==> config.mk <==
export PLATFORM = sky130hd
export DESIGN_NAME = trng_ctrl
export DESIGN_NICKNAME = d
export VERILOG_FILES = /design/src/rtl/trng_ctrl.sv
export SDC_FILE = /design/constraint.sdc
export NUM_CORES = 1
export LEC_CHECK = 0
export CAP_MARGIN = 40
export CORE_ASPECT_RATIO = 1.5
export CORE_MARGIN = 4
export CORE_UTILIZATION = 50
export DETAILED_ROUTE_END_ITERATION = 6
export PLACE_DENSITY = 0.78
export SLEW_MARGIN = 20
export SYNTH_ARGS = -nofsm -noshare
export SYNTH_HDL_FRONTEND = slang
export SYNTH_SLANG_ARGS = --single-unit
==> constraint.sdc <==
create_clock -name clk -period 5.09 [get_ports clk]
set_input_delay 1.018 -clock clk [delete_from_list [all_inputs] [get_ports clk]]
set_output_delay 1.018 -clock clk [all_outputs]
set_load 0.05 [all_outputs]
==> src/rtl/trng_ctrl.sv <==
// -----------------------------------------------------------------------------
// trng_ctrl
//
// Sequences an external random-number generator and hands its output words
// to two requesters.
//
// After reset, and whenever a new seed is loaded, the block:
//    1. drives put_seed for two cycles (SEED),
//    2. throws away WARMUP cycles of generator output (WARMUP),
//    3. delivers words from the generator to the requesters (RUN).
// In RUN, a round-robin arbiter delivers at most one word per cycle.
// After RESEED_INTERVAL delivered words, the generator is reseeded from its own
// output.
//
// Ports
//    clk       in   clock; every state change happens on the rising edge
//    rst       in   synchronous reset, active high
//    seed_we   in   one-cycle strobe: load seed_cfg and restart seeding
//    seed_cfg  in   [15:0] software seed, sampled while seed_we=1
//    rn_in     in   [15:0] output word from the generator
//    put_seed  out  seed-load control to the generator (state==SEED)
//    seed      out  [15:0] seed value to the generator
//    req       in   [1:0] request level per requester, held until served
//    gnt       out  [1:0] one-hot grant, one-cycle pulse per delivered word
//    rn_out    out  [15:0] delivered word, valid while rn_valid=1
//    rn_valid  out  word-delivery strobe, coincides with gnt
//    ready     out  high only in RUN
// -----------------------------------------------------------------------------
module trng_ctrl #(
   parameter int          WARMUP          = 16,
   parameter int          RESEED_INTERVAL = 1024,
   parameter logic [15:0] SEED_DEFAULT    = 16'd1327
) (
   input  logic        clk,
   input  logic        rst,
   input  logic        seed_we,
   input  logic [15:0] seed_cfg,
   input  logic [15:0] rn_in,
   output logic        put_seed,
   output logic [15:0] seed,
   input  logic [1:0]  req,
   output logic [1:0]  gnt,
   output logic [15:0] rn_out,
   output logic        rn_valid,
   output logic        ready
);

   typedef enum logic [1:0] {
      ST_SEED   = 2'd0,
      ST_WARMUP = 2'd1,
      ST_RUN    = 2'd2
   } state_t;

   state_t      state_reg,    state_next;
   logic [15:0] cyc_reg,      cyc_next;     // counts cycles in SEED and WARMUP
   logic [15:0] word_reg,     word_next;    // words delivered since last seeding
   logic [15:0] seed_reg,     seed_next;
   logic [1:0]  gnt_reg,      gnt_next;
   logic        valid_reg,    valid_next;
   logic [15:0] rn_out_reg,   rn_out_next;
   logic        last_reg,     last_next;    // index of the last granted requester

   logic [1:0]  win;
   logic [15:0] word_inc;

   // A zero seed would lock up the generator, so it is replaced by the default.
   function automatic logic [15:0] fix_seed(input logic [15:0] v);
      return (v == 16'd0) ? SEED_DEFAULT : v;
   endfunction

   // Round robin: when both requesters are active, the one not granted last
   // wins. A single active requester always wins.
   always_comb begin
      if (req == 2'b11) begin
         win = last_reg ? 2'b01 : 2'b10;
      end else begin
         win = req;
      end
   end

   assign word_inc = word_reg + 16'd1;

   always_comb begin
      state_next  = state_reg;
      cyc_next    = cyc_reg;
      word_next   = word_reg;
      seed_next   = seed_reg;
      gnt_next    = 2'b00;
      valid_next  = 1'b0;
      rn_out_next = rn_out_reg;
      last_next   = last_reg;

      if (seed_we) begin
         // A software seed overrides everything except reset. No grant is
         // issued at this edge.
         state_next = ST_SEED;
         cyc_next   = 16'd0;
         word_next  = 16'd0;
         seed_next  = fix_seed(seed_cfg);
      end else begin
         case (state_reg)
            ST_SEED: begin
               if (cyc_reg == 16'd1) begin
                  state_next = ST_WARMUP;
                  cyc_next   = 16'd0;
               end else begin
                  cyc_next = cyc_reg + 16'd1;
               end
            end
            ST_WARMUP: begin
               if (cyc_reg == 16'(WARMUP - 1)) begin
                  state_next = ST_RUN;
                  cyc_next   = 16'd0;
               end else begin
                  cyc_next = cyc_reg + 16'd1;
               end
            end
            ST_RUN: begin
               if (req != 2'b00) begin
                  gnt_next    = win;
                  valid_next  = 1'b1;
                  rn_out_next = rn_in;
                  last_next   = win[1];
                  // The grant that reaches the interval is still delivered.
                  // The same sample also becomes the next seed.
                  if (word_inc == 16'(RESEED_INTERVAL)) begin
                     state_next = ST_SEED;
                     cyc_next   = 16'd0;
                     word_next  = 16'd0;
                     seed_next  = fix_seed(rn_in);
                  end else begin
                     word_next = word_inc;
                  end
               end
            end
            default: begin
               state_next = ST_SEED;
               cyc_next   = 16'd0;
            end
         endcase
      end
   end

   always_ff @(posedge clk) begin
      if (rst) begin
         state_reg  <= ST_SEED;
         cyc_reg    <= 16'd0;
         word_reg   <= 16'd0;
         seed_reg   <= SEED_DEFAULT;
         gnt_reg    <= 2'b00;
         valid_reg  <= 1'b0;
         rn_out_reg <= 16'd0;
         last_reg   <= 1'b1;
      end else begin
         state_reg  <= state_next;
         cyc_reg    <= cyc_next;
         word_reg   <= word_next;
         seed_reg   <= seed_next;
         gnt_reg    <= gnt_next;
         valid_reg  <= valid_next;
         rn_out_reg <= rn_out_next;
         last_reg   <= last_next;
      end
   end

   assign put_seed = (state_reg == ST_SEED);
   assign ready    = (state_reg == ST_RUN);
   assign seed     = seed_reg;
   assign gnt      = gnt_reg;
   assign rn_valid = valid_reg;
   assign rn_out   = rn_out_reg;

endmodule

==> metrics list, run 1 <==
* Cell area after layout: 4520 sq um
- The worst setup path is captured at a register.
* Leakage: roughly 1.6 nW
* Final Hold Vio Count: 0
* Fraction of final layout cells sized beyond drive strength 1: 5.83%
- Summed over all failing endpoints, the final setup total negative slack is 0 ns.
* Router iterations before antenna repair: 5
- Combinational family with the most area after synthesis: simple AND/OR/NAND/NOR gates
- CP delay by family, top: buffers and inverters
- For hold timing, the worst endpoint is rn_out[6].
- Clk sinks: 70
* Via-to-Cell Ratio: 6.23
* Top-level I/O count: 74
- The first global-routing pass estimated 16.8 mm of wire.
* Mean cell area of the mapped netlist: 7.90 sq um
- VDD IR-drop max: 0.000200 V
* DIE WIDTH: 77.1 um
- DPL Wire Length: 7.23 mm
* Diodes inserted: 0
- Routability-driven placement finished with a final weighted congestion of 0.850.
* Avg WL per Cell: 17.1 um
* Pwr Density: 258 nW/um^2
* Synth cell types: 56
* Reg2Reg Capture Point: cyc_reg[13]
- Unrepaired setup endpoints after global routing: no
* Clk pin slew, worst setup/hold paths: 0.08 ns
- Entering global routing, the biggest net connects 27 pins.
* Effective utilization at floorplan: 52.0%
- Row count: 37
- Count of flip-flops with a built-in enable after synthesis: 0
* Via count: 3694
- Largest driver fanout on the critical path: 21
- Counting instances, the worst hold path has a depth of 2.
- Full die area: ~8600 sq um
* Data required time at the worst endpoint: 5.33 ns
- Compared with the post-synthesis result, the final layout area differs by 26.0%.
- Later-pin clock latency in the skew report: 0.37 ns
- The critical path goes through clkdlybuf4s50_1, inv_1, nand2_1, buf_4, nor3_1, o21bai_1.
* Clock tree from TritonCTS: built
- Setup Buffers After CTS: 0
* Synthesized-area fraction occupied by adder cells: under 10%
- DR iter-0 viols: 300
* Origin of the critical flop-to-flop path: word_reg[0]
- The number of clock buffers added by TritonCTS is 9.
- Summing the areas of all compound-gate instances in the mapped netlist gives about a quarter of the synthesized area.
- Overflow after GRT: 0
* Number of nets with antenna violations after detailed routing: 0
- After detailed placement, the total cell area comes to 4310 sq um.
- Between clock sinks in the finished design, the worst skew comes to around 0.012 ns.
* Netlist Area Pre-Place: 3580 sq um
* Rel. slew slack: 43.8%
- Static timing analysis puts the maximum clock frequency at between 300 and 400 MHz.
- Setup violations remaining at the end of the flow were counted as 0.
* Number of antenna violations at the first check in global routing: 0
* Maximum clock path buffer count: 2
- For the pin with the worst max-slew slack, the measured transition is 0.841 ns.
- Data arrives at the worst endpoint at around 3.6 ns.
- Synth Area in Simple Gates: 24.9%
* Fraction of synthesized area in multiplexers: 2.27%
* Kind of start point of the critical path: primary input
- The critical path is of the primary input to register type.
- The number of nets handed over by synthesis was 494.
- Port buffering added 73 buffers.
- Root buffer cell: clkbuf_8
- In the final design database the tool counted 550 nets.
- CTS H-tree lvls: 3
- Die extent in y: 112 um
- Launch instance of the worst min-delay path: rn_out[6]
* Fraction of synthesized cell area in xor and xnor cells: 4.15%
- Number of register bits inferred by synthesis: 70
* Seq/Total Area, Yosys: 39.1%
- Crit path largest cell delay: 0.94 ns
* Final max-slew violation count: 0
- Vias in the first global route: between 3000 and 4000
* Setup slack of the most critical reg-to-reg path: 2.08 ns
- Tcrit/Tclk final: 65.2%
- The number of buffers and inverters on the critical path is 3.
- Depth of the most critical reg-to-reg path: 7
* CORE AREA: 6900 sq um
- The flow ran to the end, and the final reports show no timing, DRC or antenna violations.
- For the finished layout, the period the worst path requires is 3.32 ns.
- Count of maximum capacitance violations: 0
- Gates resized, CTS repair: 0
* DRC viols: 0
- Warning count from the yosys run: 0
- Across every metal layer, demand over resource in global routing totals 24.0%.
- Final wirelength: 10.1 mm
- Worst-path cell with the longest stage delay: clkdlybuf4s50_1
- Async set-reset flop share out of synthesis: 0%
* Most used flip-flop cell after synthesis: dfxtp_1
- Counting every instance in the synthesized netlist gives 454.
- Worst hold-check path type: register to register
- Hold buffers post-CTS: 0
worst max path at each step:
stage                        endpoint  cells past startpoint          from
after floorplan           word_reg[7]                      6  state_reg[1]
after global placement        seed[1]                      6       seed_we
after detailed placement   cyc_reg[0]                      6           rst
after CTS                  cyc_reg[0]                      6           rst
after global routing         seed[13]                      5       seed_we
final                      cyc_reg[0]                      6           rst
routing by layer:
metal	global-route usage [%]	up-vias	wire, um
met5	0	-	0
met4	11.6	0	314
met3	8.09	26	794
met2	40.7	169	5090
met1	26.6	1731	3940
li1	-	1768	-
cells in the mapped netlist, drive strengths merged, types with 2 or more instances:
master  instances  area (sq um)
nand4           9          56.3
buf             8          45.0
xnor2           5          43.8
a31oi           7          43.8
xor2           12           105
o311a           3          30.0
a21oi          35           175
a311oi          5          43.8
a41o            3          30.0
a311o           8          80.1
ha              3          37.5
nand2b          2          12.5
nor2           40           150
o21ai          26           130
or2             2          12.5
a211oi          3          27.5
and2            3          18.8
mux2i           7          70.1
dfxtp          70          1400
a41oi           4          35.0
nor2b           2          12.5
inv            10          37.5
and3            6          37.5
o21bai          2          15.0
nor4           23           150
o21a            2          15.0
nand3          13          82.6
o22ai          10          62.6
nand2          76           285
o31ai           7          66.3
o211ai          2          15.0
clkbuf         24          90.1
nor3            9          50.1
cells by family (layout without fill, tap and decap cells):
group           Yosys count  count (layout)
mux                       8               8
simple gates            188             188
fa+ha+maj                 3               3
buf+inv                  42             103
xor+xnor                 17              17
flops                    70              70
compound gates          126             126
worst register-to-register path, cell delays in order (launching register included):
cell and delay [ns]:
dfxtp_1 0.42, ha_1 0.37, nand4_1 0.17, o22ai_1 0.13, nor4b_1 0.31, nand2_1 0.47
o31ai_4 0.76, a311oi_1 0.21
cell type report:
type                       instances  area (sq um)
timing repair buffer              77           761
tap                               78          97.6
inverter                          10          37.5
sequential                        70          1400
multi-input combinational        342          2010
clock inverter                     6          70.1
fill                             592          2380
clock buffer                      10           138
per-stage QoR:
step           hold slack (ns)  util, %  total power, mW  instances  setup slack [ns]
2_1_floorplan            0.449        -            0.642        454              2.60
3_3_place_gp             0.444     62.3            0.703        576              1.49
3_5_place_dp             0.449     62.5            0.705        577              1.42
4_1_cts                  0.461     65.5             1.17        593              1.79
5_1_grt                  0.491     65.5             1.21        593              1.57
6_report                 0.465     65.5             1.16        593              1.77
report_power, final:
part,switching (mW),internal (mW)
registers,0.00674,0.555
clock network,0.229,0.242
logic,0.0768,0.0550
cells in the final DEF (no fill, tap or decap), types with 3 or more instances in the layout:
master           instances
buf_4                    4
o311a_1                  3
clkbuf_8                10
a311oi_1                 5
nor3_1                   8
nand2_1                 76
a41oi_1                  4
ha_1                     3
nand3_1                 11
a41o_1                   3
o31ai_1                  6
o22ai_1                 10
a31oi_1                  7
and3_1                   6
xor2_1                  12
a21oi_1                 35
a311o_1                  8
mux2i_1                  7
clkdlybuf4s50_1         73
nor2_1                  40
nand4_1                  9
inv_1                   10
o21ai_0                 25
clkinvlp_4               3
nor4_1                  22
xnor2_1                  5
dfxtp_1                 70
Note: power is estimated with default switching activity, not from simulation.
==> run 2, diff against run 1 <==
==> constraint.sdc (replaced) <==
create_clock -name clk -period 3.06 [get_ports clk]
set_input_delay 0.612 -clock clk [delete_from_list [all_inputs] [get_ports clk]]
set_output_delay 0.612 -clock clk [all_outputs]
set_load 0.05 [all_outputs]
==> run 2 against run 1 <==
- sequential cell count unchanged
- clock skew down 0.0034 ns
- cell area up 0.91%
- register-to-register slack worse by 1.6 ns
- via count down 0.11%
- critical endpoint is now ready
==> metrics list, run 2 (synthesis results as in run 1) <==
* Result of the run: finished, final reports clean
- The final critical-path setup slack was 0.416 ns (-1.36 ns).
- The worst path required time is 2.45 ns (-2.88 ns).
- Critical path class: register to output pin
* Critical Path AT: 2.03 ns (-1.52 ns)
* Setup Buffers After CTS: 0 (unchanged)
- The headroom to the max-slew limit is 48.4% (+4.6 points).
- DPL Wire Length: 7.22 mm (-0.19%)
- Comb pwr share: 11.9% (+0.6 points)
- The site row count is 37 (unchanged).
- Sum of negative setup slack: 0 ns (unchanged)
- Gpl congestion: 0.933 (+9.7%)
- The initial cell density of the core was 52.0% (unchanged).
* Via-to-Cell Ratio: 6.15 (-1.3%)
- The total I/O pin count is 74 (unchanged).
- The worst register-to-register path begins at word_reg[3].
- Tcrit/Tclk final: roughly 86%
- The count of cells resized by post-cts repair was 0 (unchanged).
* Clock skew after layout: 0.00871 ns (-0.00344 ns)
- The count of nets left with antenna violations after detail routing is 0 (unchanged).
- Reg2Reg Capture Point: cyc_reg[13]
- Fraction of final layout cells sized beyond drive strength 1: 6.90% (+1.1 points)
* Die extent in y: 112 um (unchanged)
- Fraction of power spent switching nets: 25.5% (-1.4 points)
* DR iter-0 viols: 221 (-26%)
- The smallest clock period supported by the final layout is computed as 2.64 ns.
* Root buffer cell: clkbuf_8
* DRC viols: 0 (unchanged)
- Unrepaired setup endpoints after global routing: no
- Worst Hold Path EP: rn_out[8]
- TritonCTS built the clock tree.
* Setup slack of the most critical reg-to-reg path: 0.51 ns (-1.57 ns)
- Switching power summed over all nets: 0.483 mW (+54%)
- VDD IR-drop max: 0.000320 V (+60%)
* Kind of start point of the critical path: register
- Layout net count: 558 (+1.5%)
- The path class of the tightest hold or removal check is register to register.
- Slew @ Worst Pin: 0.772 ns (-0.0687 ns)
* Area added between synthesis and finish: 27.1%
* Worst Hold Depth: 2 (unchanged)
* Avg WL per Cell: 16.5 um (-3.5%)
* Overflow after GRT: 0 (unchanged)
* Clk pin slew, worst setup/hold paths: 0.07 ns (about the same)
- Vias in the first global route: 3519 (-0.85%)
* Clk sinks: 70 (unchanged)
- The floorplan die width came to 77.1 um (unchanged).
- The latest clock arrival within the worst-skew pair was 0.36 ns (about the same).
- The H-tree level count came to 3 (unchanged).
- The logic depth of the worst register-to-register path came to 7 (unchanged).
* Launch instance of the worst min-delay path: rn_out[8]
- Most frequent cells in the layout: 76 x nand2_1, 73 x clkdlybuf4s50_1, 70 x dfxtp_1
* Inserted Clock Buffers: 9 (unchanged)
* Final max-slew violation count: 0 (unchanged)
- Internal: 1.41 mW (+66%)
- Leakage: 1.61 nW (+2.3%)
- The largest fanout on the critical path came to 6 (-71%).
- Hold buffers post-CTS: 0 (unchanged)
- The number of inserted diodes came to 0 (unchanged).
* Via count: 3690 (-0.11%)
- The number of detailed-route iterations in the first pass was 5 (unchanged).
- CORE AREA: 6900 sq um (unchanged)
- Final wirelength: 9.89 mm (-2.4%)
* First-pass GRT wire length: 16.4 mm (-2.4%)
- Final Hold Vio Count: 0 (unchanged)
- The maximum clock path buffer count was 2 (unchanged).
* Setup violations, final: 0 (unchanged)
- Placement-stage worst setup slack: 0.529 ns (-0.888 ns)
- Number of port buffers: 73 (unchanged)
- Number of antenna violations at the first check in global routing: 0 (unchanged)
- The share of total power in the clock network was 38.8% (-1.7 points).
* Maximum number of pins on one net before global-route repair: 25 (-7.4%)
- Kind of end point of the critical path: output pin
- The overall global routing resource usage was 23.5% (-0.47 points).
- The max-cap check violation count is 0 (unchanged).
* Sequential cell fraction of total power: 49.4% (+1.2 points)
- Pwr Density: 415 nW/um^2 (+61%)
- Leaving out fill and tap cells, the most frequent cell in the layout is nand2_1.
- For this run, the top clock speed supported by timing is 378 MHz.
* Full die area: 8620 sq um (unchanged)
run 2: changes by cell type in the layout (fill, tap and decap cells not counted):
cell / before / now
buf_4: 4 / 12
clkbuf_1: 0 / 1
clkinv_4: 1 / 0
clkinvlp_4: 3 / 1
inv_6: 1 / 0
clkinv_2: 0 / 2
run 2: power by group through the flow:
stage          combinational, mW  sequential, mW  clock (mW)
2_1_floorplan             0.0771           0.991           0
3_3_place_gp               0.220           0.954           0
3_5_place_dp               0.222           0.955           0
4_1_cts                    0.223           0.934       0.758
5_1_grt                    0.239           0.935       0.795
6_report                   0.225           0.934       0.734
run 2: stage by stage:
step	total power [mW]	cell area, sq um	std cells	util (%)	hold slack, ns
after global routing	1.97	4560	600	66.1	0.473
final	1.89	4560	600	66.1	0.453
after detailed placement	1.18	4370	585	63.3	0.448
after global placement	1.17	4370	585	63.3	0.444
after floorplan	1.07	3580	454	-	0.449
after CTS	1.91	4560	600	66.1	0.456
run 2: per-layer routing:
metal / share of wire [%] / track usage [%]
met2: 50 / 40.7
met3: 7.7 / 7.36
met4: 3.5 / 12.0
met5: 0 / 0
met1: 39 / 25.5
run 2: how the worst max path moves through the flow:
stage | startpoint | endpoint | slack, ns
final | state_reg[1] | ready | 0.42
after CTS | state_reg[1] | ready | 0.41
after detailed placement | word_reg[3] | cyc_reg[9] | 0.53
after global routing | word_reg[0] | seed[5] | 0.31
after global placement | word_reg[3] | cyc_reg[13] | 0.57
after floorplan | state_reg[1] | word_reg[7] | 0.57
run 2: critical path: stages (launching register included):
cell             delay, ns
dfxtp_1               0.39
nor2b_1               0.40
clkdlybuf4s50_1       0.89
run 2: final cells by class:
| class | instances | area, sq um |
|---|---|---|
| inverters | 10 | 37.5 |
| fillers | 610 | 2340 |
| well taps | 78 | 97.6 |
| clock inverters | 4 | 47.5 |
| repair buffers | 85 | 821 |
| multi-input cells | 342 | 2010 |
| clock buffers | 11 | 141 |
| flip-flops and latches | 70 | 1400 |
==> run 3, diff against run 2 <==
--- a/config.mk
+++ b/config.mk
@@ -9,6 +9,7 @@
 export CORE_ASPECT_RATIO = 1.5
 export CORE_MARGIN = 4
 export CORE_UTILIZATION = 50
+export CTS_BUF_LIST = sky130_fd_sc_hd__clkbuf_4 sky130_fd_sc_hd__clkbuf_8
 export DETAILED_ROUTE_END_ITERATION = 6
 export PLACE_DENSITY = 0.78
 export SLEW_MARGIN = 20
==> run 3 against run 2 <==
- critical path depth did not move
- maximum frequency barely moved
- combinational power barely moved
- via count barely moved
- sequential cell count did not move
- global-route usage did not move
- hold slack barely moved
- sequential power barely moved
- power rose by 0.41%
- die area did not move
- critical endpoint unchanged
- largest power group unchanged
- highest routed layer unchanged
==> metrics list, run 3 (synthesis results as in run 1) <==
- Kind of end point of the critical path: output pin
- The maximum clock path buffer count was 2 (unchanged).
* Highest attainable clock frequency: 378 MHz (about the same)
- On the critical path, the stage with the largest delay is an instance of clkdlybuf4s50_1.
- DRC viols: 0 (unchanged)
* DR iter-0 viols: 221 (unchanged)
* First-pass GRT wire length: 16.4 mm (unchanged)
- The transition time of the tightest slew-check pin is 0.782 ns (+0.00910 ns).
- The port buffer count is 73 (unchanged).
- CTS H-tree lvls: 3 (unchanged)
* Vias in the first global route: 3519 (unchanged)
- The detailed placer's ending HPWL came to 7.22 mm (unchanged).
* Count of maximum capacitance violations: 0 (unchanged)
- The area of the die is 8620 sq um (unchanged).
- Layout net count: 558 (unchanged)
- Clk pin slew, worst setup/hold paths: 0.07 ns (about the same)
- The maximum number of pins on one net before global-route repair was 25 (unchanged).
- Crit path largest cell delay: 0.88 ns (about the same)
- The final-layout setup total negative slack is 0 ns (unchanged).
- Effective utilization at floorplan: 52.0% (unchanged)
* Setup violations, final: 0 (unchanged)
- The area growth from synthesis to layout is 27.2% (about the same).
- The detail-routed via count per cell is 6.16 (about the same).
- The final number of hold-violating endpoints was 0 (unchanged).
- Fraction of final layout cells sized beyond drive strength 1: 7.09% (+0.19 points)
- The post-CTS setup buffer count was 0 (unchanged).
* Clock skew after layout: 0.00854 ns (-0.000168 ns)
* Result of the run: finished, final reports clean
* Overall fraction of global-route tracks in use: 23.5% (unchanged)
- Avg WL per Cell: 16.4 um (-0.54%)
- Overall power after layout: 1.90 mW (+0.41%)
- The maximum ir drop on the vdd rail was 0.000318 V (-0.82%).
- Worst hold-check path type: register to register
- The count of cells resized by post-cts repair was 0 (unchanged).
- Later-pin clock latency in the skew report: 0.36 ns (about the same)
* Via count: 3693 (+0.081%)
- Data required time at the worst endpoint: 2.45 ns (about the same)
* Critical Path AT: 2.03 ns (about the same)
- Setup repair after global routing left no endpoint under its margin.
- The headroom to the max-slew limit came to 47.8% (-0.61 points).
* CORE AREA: 6900 sq um (unchanged)
- The final critical-path setup slack came to 0.417 ns (+0.00119 ns).
- The worst setup path is of the register to output pin kind.
- The number of inserted diodes came to 0 (unchanged).
- Top-level I/O count: 74 (unchanged)
- Number of nets with antenna violations after detailed routing: 0 (unchanged)
- Pwr Density: 417 nW/um^2 (+0.33%)
- The total buffers and inverters traversed by the critical path is 1 (unchanged).
- The number of buffers created by CTS is 9 (unchanged).
* Crit path cell chain: nor2b_1, clkdlybuf4s50_1
- The number of hold-repair buffers added at the cts stage was 0 (unchanged).
- Number of antenna violations at the first check in global routing: 0 (unchanged)
- The worst-case setup slack after placement came to 0.529 ns (unchanged).
* Share of the core filled with cells in the final layout: 66.1% (about the same)
- Die extent in y: 112 um (unchanged)
- The final hold slack came to 0.453 ns (+0.0000110 ns).
- The leakage power figure is 1.61 nW (+0.21%).
- The routability-driven placement congestion ratio came to 0.933 (unchanged).
- Final max-slew violation count: 0 (unchanged)
- DIE WIDTH: 77.1 um (unchanged)
* Overflow after GRT: 0 (unchanged)
- Router iterations before antenna repair: 5 (unchanged)
* Number of fill cells: 610 (unchanged)
- TritonCTS built the clock tree.
- The site row count came to 37 (unchanged).
* Most common cell after layout, fill and taps aside: nand2_1
* Minimum period implied by the final worst setup slack: 2.64 ns (-0.00119 ns)
* CP delay by family, top: buffers and inverters
* Largest driver fanout on the critical path: 6 (unchanged)
- Kind of start point of the critical path: register
- Clk sinks: 70 (unchanged)
- The sum of routed wire length over all layers is 9.84 mm (-0.54%).
* Tcrit/Tclk final: 86.4% (about the same)
- The library cells used most frequently in the layout, excluding fill and tap cells, are 76 x nand2_1, 73 x clkdlybuf4s50_1, 70 x dfxtp_1.
- Root buffer cell: clkbuf_8
## run 3: worst reg2reg max path, stage by stage (launching register included)
cell and delay [ns]:
dfxtp_1 0.49, nand3_2 0.17, nor3_2 0.33, o2111ai_1 0.22
a211oi_2 0.43, nand2_1 0.34, a311o_1 0.45
## run 3: final timing paths
check	slack, ns	cells after the start	from	endpoint
worst max register to register	0.51	6	word_reg[3]	seed[0]
worst max-delay path	0.42	2	state_reg[1]	ready
worst min-delay path	0.45	2	rn_out[8]	rn_out[8]
worst min register to register	0.45	2	rn_out[8]	rn_out[8]
## run 3: report_power, final
| part | internal, mW | switching [mW] | total, mW |
|---|---|---|---|
| clock | 0.400 | 0.342 | 0.742 |
| combinational | 0.0946 | 0.129 | 0.224 |
| sequential | 0.924 | 0.0107 | 0.934 |
## run 3: cell type report
class | count | area [sq um] | area share [%]
multi-input cells | 342 | 2010 | 44.1
flip-flops and latches | 70 | 1400 | 30.7
repair buffers | 85 | 821 | 18.0
clock buffers | 11 | 145 | 3.18
well taps | 78 | 97.6 | 2.14
clock inverters | 4 | 47.5 | 1.04
inverters | 10 | 37.5 | 0.823
## run 3: stage by stage
stage / instance area [sq um] / instances
floorplan: 3580 / 454
global placement: 4370 / 585
detailed placement: 4370 / 585
CTS: 4560 / 600
global route: 4560 / 600
finish: 4560 / 600
## run 3: layer usage
layer  track usage (%)  vias to the layer above  wire, um
met5                 0                        -         0
met3              7.36                       19       791
met1              25.5                     1754      3800
met4              12.0                        0       293
li1                  -                     1785         -
met2              40.7                      135      4960
